==> src/rtl/timer_pkg.sv <==
// Shared traffic-controller definitions used by the interval timer.
//   TIMER_WIDTH   : default bit width of the interval value and count
//   timer_state_e : IDLE / RUNNING state encoding
package timer_pkg;

    localparam int unsigned TIMER_WIDTH = 4;

    typedef enum logic {
        IDLE    = 1'b0,
        RUNNING = 1'b1
    } timer_state_e;

endpackage : timer_pkg

==> src/rtl/timer.sv <==
// Interval timer: loads a length in seconds and pulses `expired` for one clk
// once that many one-second ticks have elapsed (a length of 0 acts as 1).
// Ports:
//   clk          : system clock, all state updates on the rising edge
//   Reset_Sync   : synchronous active-high reset (highest priority)
//   Value        : interval length, sampled only while start_timer is high
//   oneHz_enable : one-second tick enable, one tick per clk edge while high
//   start_timer  : level-sensitive load/restart, overrides the tick
//   expired      : registered one-clk pulse at the end of the interval
module timer
    import timer_pkg::*;
#(
    parameter int unsigned WIDTH = TIMER_WIDTH
) (
    input  logic             clk,
    input  logic             Reset_Sync,
    input  logic [WIDTH-1:0] Value,
    input  logic             oneHz_enable,
    input  logic             start_timer,
    output logic             expired
);

    timer_state_e     state;
    timer_state_e     state_next;
    logic [WIDTH-1:0] count;
    logic [WIDTH-1:0] count_next;
    logic             expired_next;

    // State, count and pulse registers with synchronous reset.
    always_ff @(posedge clk) begin
        if (Reset_Sync) begin
            state   <= IDLE;
            count   <= '0;
            expired <= 1'b0;
        end else begin
            state   <= state_next;
            count   <= count_next;
            expired <= expired_next;
        end
    end

    // Next-state logic: a start always wins over a tick on the same edge.
    // A count of 0 or 1 ends the interval on the next tick, which is what
    // makes a loaded value of 0 behave like 1 and keeps the count from wrapping.
    always_comb begin
        state_next   = state;
        count_next   = count;
        expired_next = 1'b0;

        if (start_timer) begin
            count_next = Value;
            state_next = RUNNING;
        end else if (state == RUNNING && oneHz_enable) begin
            if (count > WIDTH'(1)) begin
                count_next = count - WIDTH'(1);
            end else begin
                count_next   = '0;
                expired_next = 1'b1;
                state_next   = IDLE;
            end
        end
    end

endmodule : timer

==> config.mk <==
export PLATFORM = sky130hd
export DESIGN_NAME = timer
export DESIGN_NICKNAME = d
export VERILOG_FILES = /design/src/rtl/timer_pkg.sv /design/src/rtl/timer.sv
export SDC_FILE = /design/constraint.sdc
export NUM_CORES = 1
export LEC_CHECK = 0
export ABC_AREA = 1
export CELL_PAD_IN_SITES_DETAIL_PLACEMENT = 0
export CELL_PAD_IN_SITES_GLOBAL_PLACEMENT = 1
export CORE_AREA = 5 5 42 44
export CTS_CLUSTER_SIZE = 12
export DETAILED_ROUTE_END_ITERATION = 10
export DIE_AREA = 0 0 47 49
export PLACE_DENSITY = 0.71
export SETUP_SLACK_MARGIN = 0.15
export SYNTH_ARGS = -nofsm -noshare
export SYNTH_HDL_FRONTEND = slang
export SYNTH_SLANG_ARGS = --single-unit
==> constraint.sdc <==
create_clock -name clk -period 1.5 [get_ports clk]
set_input_delay 0.3 -clock clk [delete_from_list [all_inputs] [get_ports clk]]
set_output_delay 0.3 -clock clk [all_outputs]
set_load 0.01 [all_outputs]
# Word-level counts from Yosys, hierarchy flattened
# Index checks and enable logic that the tools add are counted.
dict set report word_totals {
  regBits 6
  output_inout_bits 1
  inputBits 8
}
dict set report op_classes {
  reduce_logical 4
  n_lt_le_gt_ge 1
  eq_ne 1
  bitwise_logic 1
  add_sub_neg 1
  n_mux 7
}
# operator count
set ops {}
lappend ops {{$mux 4} 3}
lappend ops {{$gt 4x1->1 const B} 1}
lappend ops {{$mux 1} 4}
lappend ops {{$sub 4x1->4 const B} 1}
lappend ops {{$reduce_or 3->1} 1}
lappend ops {{$ne 2x2->1 const B} 1}
lappend ops {{$reduce_and 2->1} 1}
lappend ops {{$reduce_bool 2->1} 1}
lappend ops {{$logic_and 1x1->1} 1}
lappend ops {{$not 1->1} 1}

# Logic depth before layout (Yosys ltp)
# Gate-level depths: netlist of the first run.
dict set report logic_depth {
  depth_word 4
  ltp_mapped 7
  ltp_nobuf 7
}

# Worst setup path after synthesis of the first run
# Ideal clock, no wire load.
dict set report synth_path {
  path_type {register to register}
  from {register count[0]}
  to {register count[2]}
  period_less_slack_ps 1156
  required_time_ps 1430
  stages_incl_launch_ff 6
  arrival_ps 1086
  setup_time_ps 70
  slack_ps 344
  cell_sequence {dfxtp_1 -> inv_1 -> ha_1 -> o21ai_0 -> nand4_1 -> a21oi_1}
}
dict set report synth_via {
  elab_chain_cells 4
  word_cells_on_any_way 5
  classes_between {1 x add/sub; 1 x order compare; 3 x mux}
}
# element line
set synth_lines {}
lappend synth_lines {{start: declaration} timer.sv:25} ;# logic [WIDTH-1:0] count;
lappend synth_lines {{start signal: assignment} timer.sv:37} ;# count <= count_next;
lappend synth_lines {{$sub 4x1->4 or $gt 4x1->1 (tied branches)} {timer.sv:55, timer.sv:54}}
lappend synth_lines {{$mux 4 *} timer.sv:54} ;# if (count > WIDTH'(1)) begin
lappend synth_lines {{$mux 4 *} timer.sv:53} ;# end else if (state == RUNNING && oneHz_enable) begin
lappend synth_lines {{$mux 4 *} timer.sv:50} ;# if (start_timer) begin
# Every way passes the cells marked *; elsewhere a longest branch is shown, timed or not. The select of a mux whose other input is x is not followed.
# A chain may end at the register's enable or synchronous reset.

# Final worst setup path of the first run
dict set report layout_path {
  from {register count[0]}
  to {register state}
}
dict set report layout_via {
  elab_chain_cells 3
}
# element line
set layout_lines {}
lappend layout_lines {{$gt 4x1->1} timer.sv:54}
lappend layout_lines {{$ne 2x2->1 (no source line)} --}
lappend layout_lines {{$reduce_and 2->1 (no source line)} --}
lappend layout_lines {{end signal: assignment} timer.sv:36} ;# state <= state_next;
lappend layout_lines {{end: declaration} timer.sv:23} ;# timer_state_e state;
# Every way passes these cells.

==> summary.txt, run 1 <==
Worst setup path
  • Reg2Reg Setup Slack: 0.26 ns
  • Setup crit start kind: register
  • Maximum fanout along the worst path: 4
  • CP max stage delay: 0.34 ns
  • WS Path Type: reg2reg
  • Setup crit end kind: register
  • Critical path's slowest cell: dfxtp_1
  • Worst EP arrival: 1.40 ns
  • Cell Chain, Critical Path: inv_1, ha_1, o21ai_1, buf_4, nor2_1, nor3_1
  • Required @ worst endpoint: 1.67 ns

Outcome
  • Status: finished, final reports clean

Yosys
  • Sequential cell area fraction in the yosys report: 33.4%
  • Net Count, Synth: 66
  • #FFs+latches synth: 6
  • Synth top area cells: dfxtp_1, nand2_1, inv_1
  • Synth Instances: 56
  • YS warnings: 0
  • Synth top area share: 33.4%
  • Netlist cell types: 14
  • Avg Inst Size Synth: 6.41 um2
  • Post-synth design cell area: 359 um2
  • Leading area contributor after synthesis: dfxtp_1

Global routing
  • Overflow after GRT: 0
  • Vias in the first global route: 347
  • First-pass GRT wire length: 1.38 mm
  • GRT Total Usage: 8.23%
  • Initial antenna violation count: 0
  • Largest net degree at the start of global routing: 7

Timing
  • Worst clock skew: 0.00377 ns
  • Fmax: 809 MHz
  • Slew Limit Headroom: 85.6%
  • Final hold viol count: 0
  • Crit share post-route: 82.5%
  • Finish-stage setup viols: 0
  • Worst-margin pin slew: 0.215 ns
  • RSZ-0062 raised after global routing: no
  • Slew Viols, Final: 0
  • Total negative slack: 0 ns
  • Time the worst path needs with I/O delays and setup: 1.24 ns
  • Final Hold Slack: 0.531 ns

Floorplanning
  • Core outline area: 1400 um2
  • Io pins: 9
  • Initial Utilization: 25.6%
  • Die X: 47 um
  • Die ar.: 2300 um2
  • Chip height: 49 um
  • Cell Rows: 14

Layout
  • Ant diodes: 0
  • Nets: 82
  • Share of cells above drive strength 1: 15.7%
  • Post-layout util: 35.9%
  • Layout area overhead: 40.1%

Routing
  • Routed wire per std cell: 9.50 um
  • Antenna viol nets, final: 0
  • Vias after detailed routing: 367
  • DRC viols: 0
  • TritonRoute pass-1 iters: 4
  • Drt via density: 4.27
  • Initial drt markers: 1
  • Final WL: 817 um

Placement
  • Gpl congestion: 0.771
  • Number of port buffers: 8
  • Dpl hpwl: 688 um

Power and ir drop
  • LEAKAGE: 0.233 nW
  • Worst VDD drop: 0.362 mV
  • PD cells: 849 nW/um2

Clock tree
  • Gates resized, CTS repair: 1
  • Clock root cell: clkbuf_4
  • Max H-tree Level: 1
  • Clk_lat worst skew: 0.24 ns
  • CTS Buffer Depth: 2
  • Cts hold-fix bufs: 0
  • Worst-path clk slew: 0.04 ns
  • Post-CTS Setup Bufs: 0
  • CTS sink count: 6
  • CTS buffer count: 3
  • TritonCTS clock tree: built

Worst hold path
  • Hold Crit Class: reg2reg

Job
  • Max-Cap Viols: 0
==> through the flow <==
stage	setup WS, ns	cells	total power, mW	area (um2)
global route	0.172	86	0.459	503
CTS	0.194	86	0.437	503
finish	0.263	86	0.427	503
detailed placement	0.0809	83	0.285	482
global placement	0.0816	83	0.288	482
floorplan	0.344	56	0.238	359
==> cells by family after synthesis <==
| group | after synthesis | synth area share [%] |
|---|---|---|
| simple gates | 28 | 35.5 |
| buf+inv | 11 | 11.5 |
| compound gates | 9 | 12.5 |
| flops | 6 | 33.5 |
| fa+ha+maj | 2 | 6.97 |
==> critical path: cells and delay by family (launching register included) <==
family | cells | cell delay [ns]
flip-flops | 1 | 0.34
adder cells (fa/ha/maj) | 1 | 0.23
AO/OA/AOI/OAI | 1 | 0.23
buffers and inverters | 2 | 0.21
AND/OR/NAND/NOR | 2 | 0.14
==> final timing paths <==
kind / endpoint / cells after the start / startpoint
min: state / 2 / state
max: state / 6 / count[0]
min reg2reg: state / 2 / state
max reg2reg: state / 6 / count[0]
==> cell usage in the layout, fill, tap and decap left out, drive strengths merged <==
master,n
clkdlybuf4s50,7
nand3,2
nor3,2
ha,2
nand2,16
a21oi,4
clkbuf,3
nand4,1
dfxtp,6
o21ai,5
nor2,7
buf,3
inv,11
dlygate4sd2,1
==> synth_stat cells <==
cell type	count
nor2_1	6
a21oi_1	4
dfxtp_1	6
nand4_1	1
nor2_4	1
inv_2	2
nand2_2	1
ha_1	2
nand3_1	1
o21ai_0	5
nand3_2	1
inv_1	9
nand2_1	15
nor3_1	2
==> registers in the layout, indices dropped and copies added (netlist names) <==
signal / count
count: 4
expired: 1
state: 1
==> report_power, final <==
group	total, mW	internal, mW	switching (mW)
Clock	0.144	0.0902	0.0537
Combinational	0.105	0.0512	0.0535
Sequential	0.178	0.170	0.00795
Total	0.427	0.312	0.115
==> routing by layer <==
layer / track usage, % / up-vias / wire (um)
met5: 0 / - / 0
met4: 6.91 / 0 / 5
met2: 12.0 / 8 / 393
li1: - / 202 / -
met1: 9.87 / 155 / 376
met3: 1.48 / 2 / 42
==> cell type report <==
class                           instances  area (um2)
Timing Repair Buffer                   11         101
Sequential cell                         6         120
Multi-Input combinational cell         39         198
Fill cell                             166         898
Inverter                               11        41.3
Tap cell                               16        20.0
Clock buffer                            3        22.5
Power figures use the tool's default switching activity.
==> inputs of run 2 (changes only) <==
- clock period: 1.5 -> 1.2 ns (I/O delays scaled with it)
==> summary.txt, run 2 (synthesized netlist as in run 1, its figures left out) <==
Layout
  • Layout area overhead: 51.9%
  • Share of cells above drive strength 1: 31.0% (+15 points)
  • Biggest register: count
  • Ant diodes: 0 (unchanged)
  • Nets: 83 (+1.2%)
  • Filler cell count: 153 (-7.8%)
  • Area of the multi-input gates: 230 um2 (+16%)
  • Max reg flops: 4 (unchanged)
  • Register area: 123 um2 (+2.1%)
  • Post-Layout Cell Count: 87 (+1.2%)
  • Post-layout util: 38.9% (+3.0 points)
  • Commonest cells after routing, fill and taps aside: nand2_1, inv_1, clkdlybuf4s50_1
  • Biggest regs: count (4), expired (1), state (1)
  • Most common cell after layout, fill and taps aside: nand2_1
  • Fin area: 546 um2 (+8.5%)

Power and ir drop
  • Pwr Total: 0.566 mW (+33%)
  • LEAKAGE: 0.238 nW (+2.1%)
  • Worst VDD drop: 0.387 mV (+7.0%)
  • PD cells: 1040 nW/um2 (+22%)

Worst setup path
  • Required @ worst endpoint: 1.33 ns (-0.34 ns)
  • Setup crit end kind: register
  • Maximum fanout along the worst path: 3 (-1)
  • R2r startpoint: count[1]
  • Worst EP arrival: 1.21 ns (-0.19 ns)
  • Setup crit start kind: register
  • Worst-case reg-to-reg path depth: 7 (+1)
  • Reg2Reg Setup Slack: 0.12 ns (-0.14 ns)
  • WS Path Type: reg2reg
  • Reg2reg end: count[1]

Routing
  • Initial drt markers: 3 (+2)
  • DRC viols: 0 (unchanged)
  • TritonRoute pass-1 iters: 4 (unchanged)
  • Drt via density: 4.64 (+8.8%)
  • Final WL: 902 um (+10%)
  • Vias after detailed routing: 404 (+10%)
  • Antenna viol nets, final: 0 (unchanged)
  • Routed wire per std cell: 10.4 um (+9.1%)

Clock tree
  • Max H-tree Level: 1 (unchanged)
  • Worst-path clk slew: 0.05 ns (about the same)
  • TritonCTS clock tree: built
  • Clk_lat worst skew: 0.24 ns (about the same)
  • Clock root cell: clkbuf_4
  • CTS buffer count: 3 (unchanged)
  • CTS Buffer Depth: 2 (unchanged)
  • CTS sink count: 6 (unchanged)

Floorplanning
  • Initial Utilization: 25.6% (unchanged)
  • Die X: 47 um (unchanged)
  • Chip height: 49 um (unchanged)
  • Die ar.: 2300 um2 (unchanged)
  • Core outline area: 1400 um2 (unchanged)
  • Cell Rows: 14 (unchanged)
  • Io pins: 9 (unchanged)

Worst hold path
  • HP Start: state
  • Hold endpoint: state
  • Hold path depth: 2 (unchanged)
  • Hold Crit Class: reg2reg

Placement
  • Gpl congestion: 0.757 (-1.8%)
  • Cells after DPL: 82 (-1.2%)
  • Placed Area: 477 um2 (-1.0%)
  • Dpl hpwl: 657 um (-4.5%)
  • Number of port buffers: 8 (unchanged)

Global routing
  • Vias in the first global route: 375 (+8.1%)
  • First-pass GRT wire length: 1.39 mm (+0.43%)
  • Largest net degree at the start of global routing: 7 (unchanged)
  • Overflow after GRT: 0 (unchanged)
  • GRT Total Usage: 8.39% (+0.15 points)
  • Initial antenna violation count: 0 (unchanged)

Timing
  • Final hold viol count: 0 (unchanged)
  • Worst-margin pin slew: 0.244 ns (+0.0292 ns)
  • Crit share post-route: 89.9% (+7.5 points)
  • Slew Viols, Final: 0 (unchanged)
  • Fmax: 927 MHz (+15%)
  • Slew Limit Headroom: 83.7% (-1.9 points)
  • Finish-stage setup viols: 0 (unchanged)
  • Final Hold Slack: 0.530 ns (-0.00115 ns)
  • Time the worst path needs with I/O delays and setup: 1.08 ns (-0.158 ns)
  • RSZ-0062 raised after global routing: yes
  • Worst clock skew: 0.000900 ns (-0.00287 ns)

Job
  • Max-Cap Viols: 0 (unchanged)

Outcome
  • Status: finished, final reports clean
-- run 2: worst max-delay path, cell delays in order, from the launching register on --
cell and delay, ns:
dfxtp_2 0.32, inv_2 0.08, ha_2 0.22, nor2_4 0.04, nor2_2 0.13, nor2_4 0.05, nand2_1 0.07, a21oi_2 0.05
-- run 2: stage by stage --
step                setup slack [ns]  setup TNS (ns)
floorplan                      0.174               0
global placement              -0.154          -0.508
detailed placement            -0.175          -0.589
CTS                            0.143               0
global route                  0.0472               0
finish                         0.121               0
-- run 2: worst max path at each step --
| stage | slack [ns] | startpoint | endpoint |
|---|---|---|---|
| finish | 0.12 | count[1] | count[1] |
| CTS | 0.14 | expired | expired |
| global placement | -0.15 | start_timer | count[3] |
| global route | 0.05 | count[1] | count[0] |
| detailed placement | -0.18 | start_timer | count[3] |
| floorplan | 0.17 | count[0] | count[2] |
-- run 2: final cells by class --
cell class / count / share of cell area, %
Inverter: 11 / 7.57
Timing Repair Buffer: 12 / 20.0
Clock buffer: 3 / 4.13
Sequential cell: 6 / 22.5
Tap cell: 16 / 3.67
Multi-Input combinational cell: 39 / 42.2
-- run 2: timing repair --
action,4_1_cts,5_1_grt
hold buffers,0,0
resized for setup,11,3
setup buffers,2,0
endpoints found under the setup margin,6,6
pin swaps,1,0
gates cloned,0,0
-- run 2: metal layers --
metal,wire (um),up-vias,track usage [%]
li1,-,204,-
met1,401,185,10.1
met2,424,11,12.4
met3,54,4,2.21
met4,21,0,5.53
met5,0,-,0
-- run 2: power breakdown --
group / leakage [nW] / internal, mW / switching [mW]
clock network: 0.0138 / 0.113 / 0.0747
registers: 0.0502 / 0.214 / 0.0109
logic: 0.174 / 0.0745 / 0.0789
==> inputs of run 3 (changes only) <==
- CTS_CLUSTER_DIAMETER: default -> 60
==> results of run 3 <==
No change in the layout: final DEF, timing and power equal those of run 2.
